--- config.mk ---
export PLATFORM = sky130hd
export DESIGN_NAME = uart_tx_path
export DESIGN_NICKNAME = d
export VERILOG_FILES = /design/src/rtl/uart_tx_path.sv
export SDC_FILE = /design/constraint.sdc
export NUM_CORES = 1
export LEC_CHECK = 0
export CORE_MARGIN = 1.5
export CORE_UTILIZATION = 25
export CTS_BUF_LIST = sky130_fd_sc_hd__clkbuf_4 sky130_fd_sc_hd__clkbuf_8 sky130_fd_sc_hd__clkbuf_16
export CTS_CLUSTER_SIZE = 40
export DETAILED_ROUTE_END_ITERATION = 8
export PLACE_DENSITY = 0.51
export SLEW_MARGIN = 20
export SYNTH_ARGS = -nofsm -noshare
export SYNTH_HDL_FRONTEND = slang
export SYNTH_SLANG_ARGS = --single-unit
--- constraint.sdc ---
create_clock -name clk -period 3.6 [get_ports clk]
set_input_delay 0.72 -clock clk [delete_from_list [all_inputs] [get_ports clk]]
set_output_delay 0.72 -clock clk [all_outputs]
set_load 0.01 [all_outputs]
--- src/rtl/uart_tx_path.sv ---
// UART transmit path: byte FIFO feeding an 8N1 serialiser.
// Bytes go out LSB first on a registered, idle-high tx line.
module uart_tx_path #(
  parameter int CLK_FREQ   = 100_000_000,
  parameter int BAUD       = 9600,
  parameter int FIFO_DEPTH = 4
) (
  input  logic       clk,
  input  logic       rst_n,
  input  logic [7:0] i_tx_pushdata,
  input  logic       i_tx_push,
  output logic       o_tx_full,
  output logic       o_tx_empty,
  output logic       o_tx_busy,
  output logic       tx
);

  localparam int BIT_CYCLES = CLK_FREQ / BAUD;
  localparam int CW = $clog2(BIT_CYCLES);
  localparam int AW = $clog2(FIFO_DEPTH);

  typedef enum logic [1:0] {
    IDLE,
    START,
    DATA,
    STOP
  } state_t;

  logic [7:0]    mem [FIFO_DEPTH];
  logic [AW-1:0] wr_ptr;
  logic [AW-1:0] rd_ptr;
  logic [AW:0]   count;

  state_t        state;
  logic [CW-1:0] baud_cnt;
  logic [2:0]    bit_idx;
  logic [7:0]    shift;

  logic push_ok;
  logic pop;
  logic bit_end;

  assign o_tx_full  = (count == (AW+1)'(FIFO_DEPTH));
  assign o_tx_empty = (count == '0);
  assign o_tx_busy  = (state != IDLE);

  assign push_ok = i_tx_push && !o_tx_full;
  assign bit_end = (baud_cnt == CW'(BIT_CYCLES - 1));

  // The FSM takes the head either from IDLE or on the last stop cycle.
  assign pop = !o_tx_empty &&
               ((state == IDLE) ||
                (state == STOP && bit_end));

  always_ff @(posedge clk) begin
    if (push_ok) begin
      mem[wr_ptr] <= i_tx_pushdata;
    end
  end

  always_ff @(posedge clk or negedge rst_n) begin
    if (!rst_n) begin
      wr_ptr <= '0;
      rd_ptr <= '0;
      count  <= '0;
    end else begin
      if (push_ok) begin
        wr_ptr <= wr_ptr + 1'b1;
      end
      if (pop) begin
        rd_ptr <= rd_ptr + 1'b1;
      end
      if (push_ok && !pop) begin
        count <= count + 1'b1;
      end else if (!push_ok && pop) begin
        count <= count - 1'b1;
      end
    end
  end

  always_ff @(posedge clk or negedge rst_n) begin
    if (!rst_n) begin
      state    <= IDLE;
      tx       <= 1'b1;
      baud_cnt <= '0;
      bit_idx  <= '0;
      shift    <= '0;
    end else begin
      unique case (state)
        IDLE: begin
          tx <= 1'b1;
          if (pop) begin
            shift    <= mem[rd_ptr];
            baud_cnt <= '0;
            tx       <= 1'b0;
            state    <= START;
          end
        end
        START: begin
          if (bit_end) begin
            baud_cnt <= '0;
            bit_idx  <= '0;
            tx       <= shift[0];
            state    <= DATA;
          end else begin
            baud_cnt <= baud_cnt + 1'b1;
          end
        end
        DATA: begin
          if (bit_end) begin
            baud_cnt <= '0;
            shift    <= {1'b0, shift[7:1]};
            if (bit_idx == 3'd7) begin
              tx    <= 1'b1;
              state <= STOP;
            end else begin
              bit_idx <= bit_idx + 1'b1;
              tx      <= shift[1];
            end
          end else begin
            baud_cnt <= baud_cnt + 1'b1;
          end
        end
        STOP: begin
          if (bit_end) begin
            baud_cnt <= '0;
            if (pop) begin
              shift <= mem[rd_ptr];
              tx    <= 1'b0;
              state <= START;
            end else begin
              state <= IDLE;
            end
          end else begin
            baud_cnt <= baud_cnt + 1'b1;
          end
        end
        default: begin
          state <= IDLE;
          tx    <= 1'b1;
        end
      endcase
    end
  end

endmodule

==> impl_metrics.env <==
export IMPL_status="complete, no violations"
export IMPL_hold_class="in2async"
export IMPL_area_delta_synth_final_pct=18.6
export IMPL_postPlaceCellArea_mm2=0.00364
export IMPL_power_frac_comb_pct=34.6
export IMPL_skew_ns=0.00592
export IMPL_cts_tree="built"
export IMPL_pwr_density_cell_mw_per_mm2=802
export IMPL_drive_above_1_share_pct=14.4
export IMPL_synthArstFlopShare_pct=52.2
export IMPL_clockBufferDepth=2
export IMPL_die_y_um=118
export IMPL_finalHoldViolCount=0
export IMPL_required_ns=2.88
export IMPL_wl_per_cell_um=13.9
export IMPL_num_vias=2144
export IMPL_maxCapViolCount=0
export IMPL_cts_root_buffer="clkbuf_16"
export IMPL_p_int_mw=2.06
export IMPL_die_x_um=118
export IMPL_synth_largest_area_cell="edfxtp_1"
export IMPL_grt_max_degree=36
export IMPL_cts_sinks=67
export IMPL_cts_max_level=3
export IMPL_first_iter_violations=178
export IMPL_syn_inst=271
export IMPL_crit_start="count[0]$_DFFE_PN0P_"
export IMPL_slew_violations=0
export IMPL_io_pins=15
export IMPL_fmax_mhz=362
export IMPL_hpwl_mm=4.27
export IMPL_synth_cell_types=46
export IMPL_netlist_area_mm2=0.00333
export IMPL_endpoint_kind="output pin"
export IMPL_initial_utilization_pct=25.9
export IMPL_pwr_share_clk_pct=27.7
export IMPL_startpoint_type="flip-flop"
export IMPL_pwr_share_seq_pct=37.7
export IMPL_p_leak_nw=1.47
export IMPL_crit_arrival_ns=2.04
export IMPL_synth_ff_type="dfrtp_1"
export IMPL_place_gp_congestion=0.745
export IMPL_core_area_mm2=0.0128
export IMPL_grt_use_met1_pct=13.2
export IMPL_worst_slack_ns=0.838
export IMPL_place_port_buffers=14
export IMPL_fin_crit_sh_pct=76.7
export IMPL_synth_seq_cells=67
export IMPL_max_slew_margin_pct=43.7
export IMPL_final_cell_area_mm2=0.00395
export IMPL_worst_pin_slew_ns=0.844
export IMPL_drt_wl_total_mm=6.46
export IMPL_seq_area_frac_synth_pct=55.2
export IMPL_synth_top_cells_by_area="edfxtp_1, dfrtp_1, mux4_2"
export IMPL_first_pass_iters=4
export IMPL_grtUsageMet3_pct=3.52
export IMPL_p_total_mw=3.16
export IMPL_viasPerCell=4.62
export IMPL_setup_tns_ns=0
export IMPL_synth_edff_count=32
export IMPL_grt_pass1_vias=2174
export IMPL_crit_type="reg2out"
export IMPL_syn_area_per_cell_um2=12.3
export IMPL_synthesis_nets=297
export IMPL_drc=0
export IMPL_rsz0062_at_grt="no"
export IMPL_busiest_layer="met2"
export IMPL_clk_pin_slew_ns=0.06
export IMPL_dieArea_mm2=0.0140
export IMPL_yosysTopAreaCellShare_pct=28.9
export IMPL_r2r_start="baud_cnt[0]$_DFFE_PN0N_"
export IMPL_grt_util_met2_pct=15.2
export IMPL_cts_buffers=9
export IMPL_p_sw_mw=1.11
export IMPL_period_needed_ns=2.76
export IMPL_clk_latency_ns=0.33
export IMPL_switching_share_pct=35.0
export IMPL_antennaDiodeCount=0
export IMPL_cts_hold_buf=0
export IMPL_crit_path_max_fanout=4
export IMPL_synth_warning_count=0
export IMPL_setup_viol=0
export IMPL_fin_cells=464
export IMPL_row_count=41
export IMPL_ant_nets=0
export IMPL_ir_drop_mv=0.353
export IMPL_grt_use_total_pct=10.1
export IMPL_dp_cells=448
export IMPL_antenna_found_initial=0
export IMPL_nNetsFinal=313
export IMPL_post_cts_resized=0
export IMPL_post_cts_buffers=0
export IMPL_grt_first_pass_wirelength_mm=11.0
export IMPL_grt_overflow=0
export IMPL_pre_cts_ws_ns=0.813
==> worst max-delay path, stage by stage, from the launching register on <==
cell and delay, ns:
dfrtp_1 0.43, or3_1 0.47, inv_1 0.21, clkdlybuf4s50_1 0.60
==> state kept, by name, summed over array words and instances, names as in the netlist <==
register  count
wr_ptr        2
shift         8
mem          32
state         2
bit_idx       3
count         3
rd_ptr        2
baud_cnt     14
tx            1
==> cell families (layout without fill, tap and decap cells) <==
logic type | Yosys count | count (layout) | share of synthesized area, %
AOI/OAI and AO/OA | 53 | 53 | 10.7
xor gates and xnor gates | 9 | 9 | 2.37
muxes | 9 | 9 | 5.75
and+or+nand+nor | 98 | 98 | 17.8
buffers and inverters | 20 | 41 | 2.33
DFF | 67 | 67 | 55.2
adders and majority gates | 15 | 15 | 5.87
==> placed cells by master, fill, tap and decap left out, drive strengths merged, types with 6 or more instances in the layout <==
| cell | count |
|---|---|
| dfrtp | 34 |
| edfxtp | 32 |
| o21ai | 29 |
| nand2 | 24 |
| nand3b | 14 |
| ha | 14 |
| clkdlybuf4s50 | 13 |
| nand3 | 12 |
| nand4 | 12 |
| inv | 12 |
| nor2 | 11 |
| clkbuf | 9 |
| a21oi | 8 |
| mux4 | 8 |
| a22o | 6 |
| xnor2 | 6 |
==> synthesized netlist by cell type, drive strengths merged (6+ instances only) <==
library cell,n
mux4,8
ha,14
inv,10
nand4,12
xnor2,6
nor2,11
clkbuf,8
nand3b,14
dfrtp,34
o21ai,29
edfxtp,32
nand3,12
a22o,6
a21oi,8
nand2,24
==> path summary, 6_finish.rpt <==
kind                                            end  slack, ns  cells after the start
max                                      o_tx_empty       0.84                      3
min                           wr_ptr[1]$_DFFE_PN0P_       0.49                      1
max reg2reg                    count[2]$_DFFE_PN0P_       0.94                     11
min reg2reg                baud_cnt[13]$_DFFE_PN0N_       0.49                      1
max in group asynchronous  baud_cnt[13]$_DFFE_PN0N_       2.57                      1
min in group clk           baud_cnt[13]$_DFFE_PN0N_       0.49                      1
==> routing by layer <==
| layer | wire length (um) | share of wire [%] |
|---|---|---|
| met5 | 0 | 0 |
| met4 | 135 | 2.1 |
| met3 | 202 | 3.1 |
| met2 | 2910 | 45 |
| met1 | 3210 | 50 |
==> power by group through the flow <==
stage                     clock (mW)  combinational (mW)  sequential, mW
after floorplan                    0               0.893            1.12
after global placement             0                1.09            1.21
after detailed placement           0                1.10            1.21
after CTS                      0.902                1.11            1.20
after global routing           0.936                1.24            1.23
final                          0.875                1.10            1.19
==> through the flow <==
step           hold slack [ns]  utilization (%)
6_report                 0.488             30.8
5_1_grt                  0.536             30.8
4_1_cts                  0.493             30.8
3_5_place_dp             0.483             28.4
3_3_place_gp             0.471             28.4
2_1_floorplan            0.424                -
==> final cells by class <==
type	count	area, um2
clock buffer	9	225
inverter	10	37.5
fill	1313	8880
tap	172	215
timing repair buffer	15	143
multi-input combinational	184	1410
sequential	67	1840
clock inverter	7	75.1
Note: power is estimated with default switching activity, not from simulation.
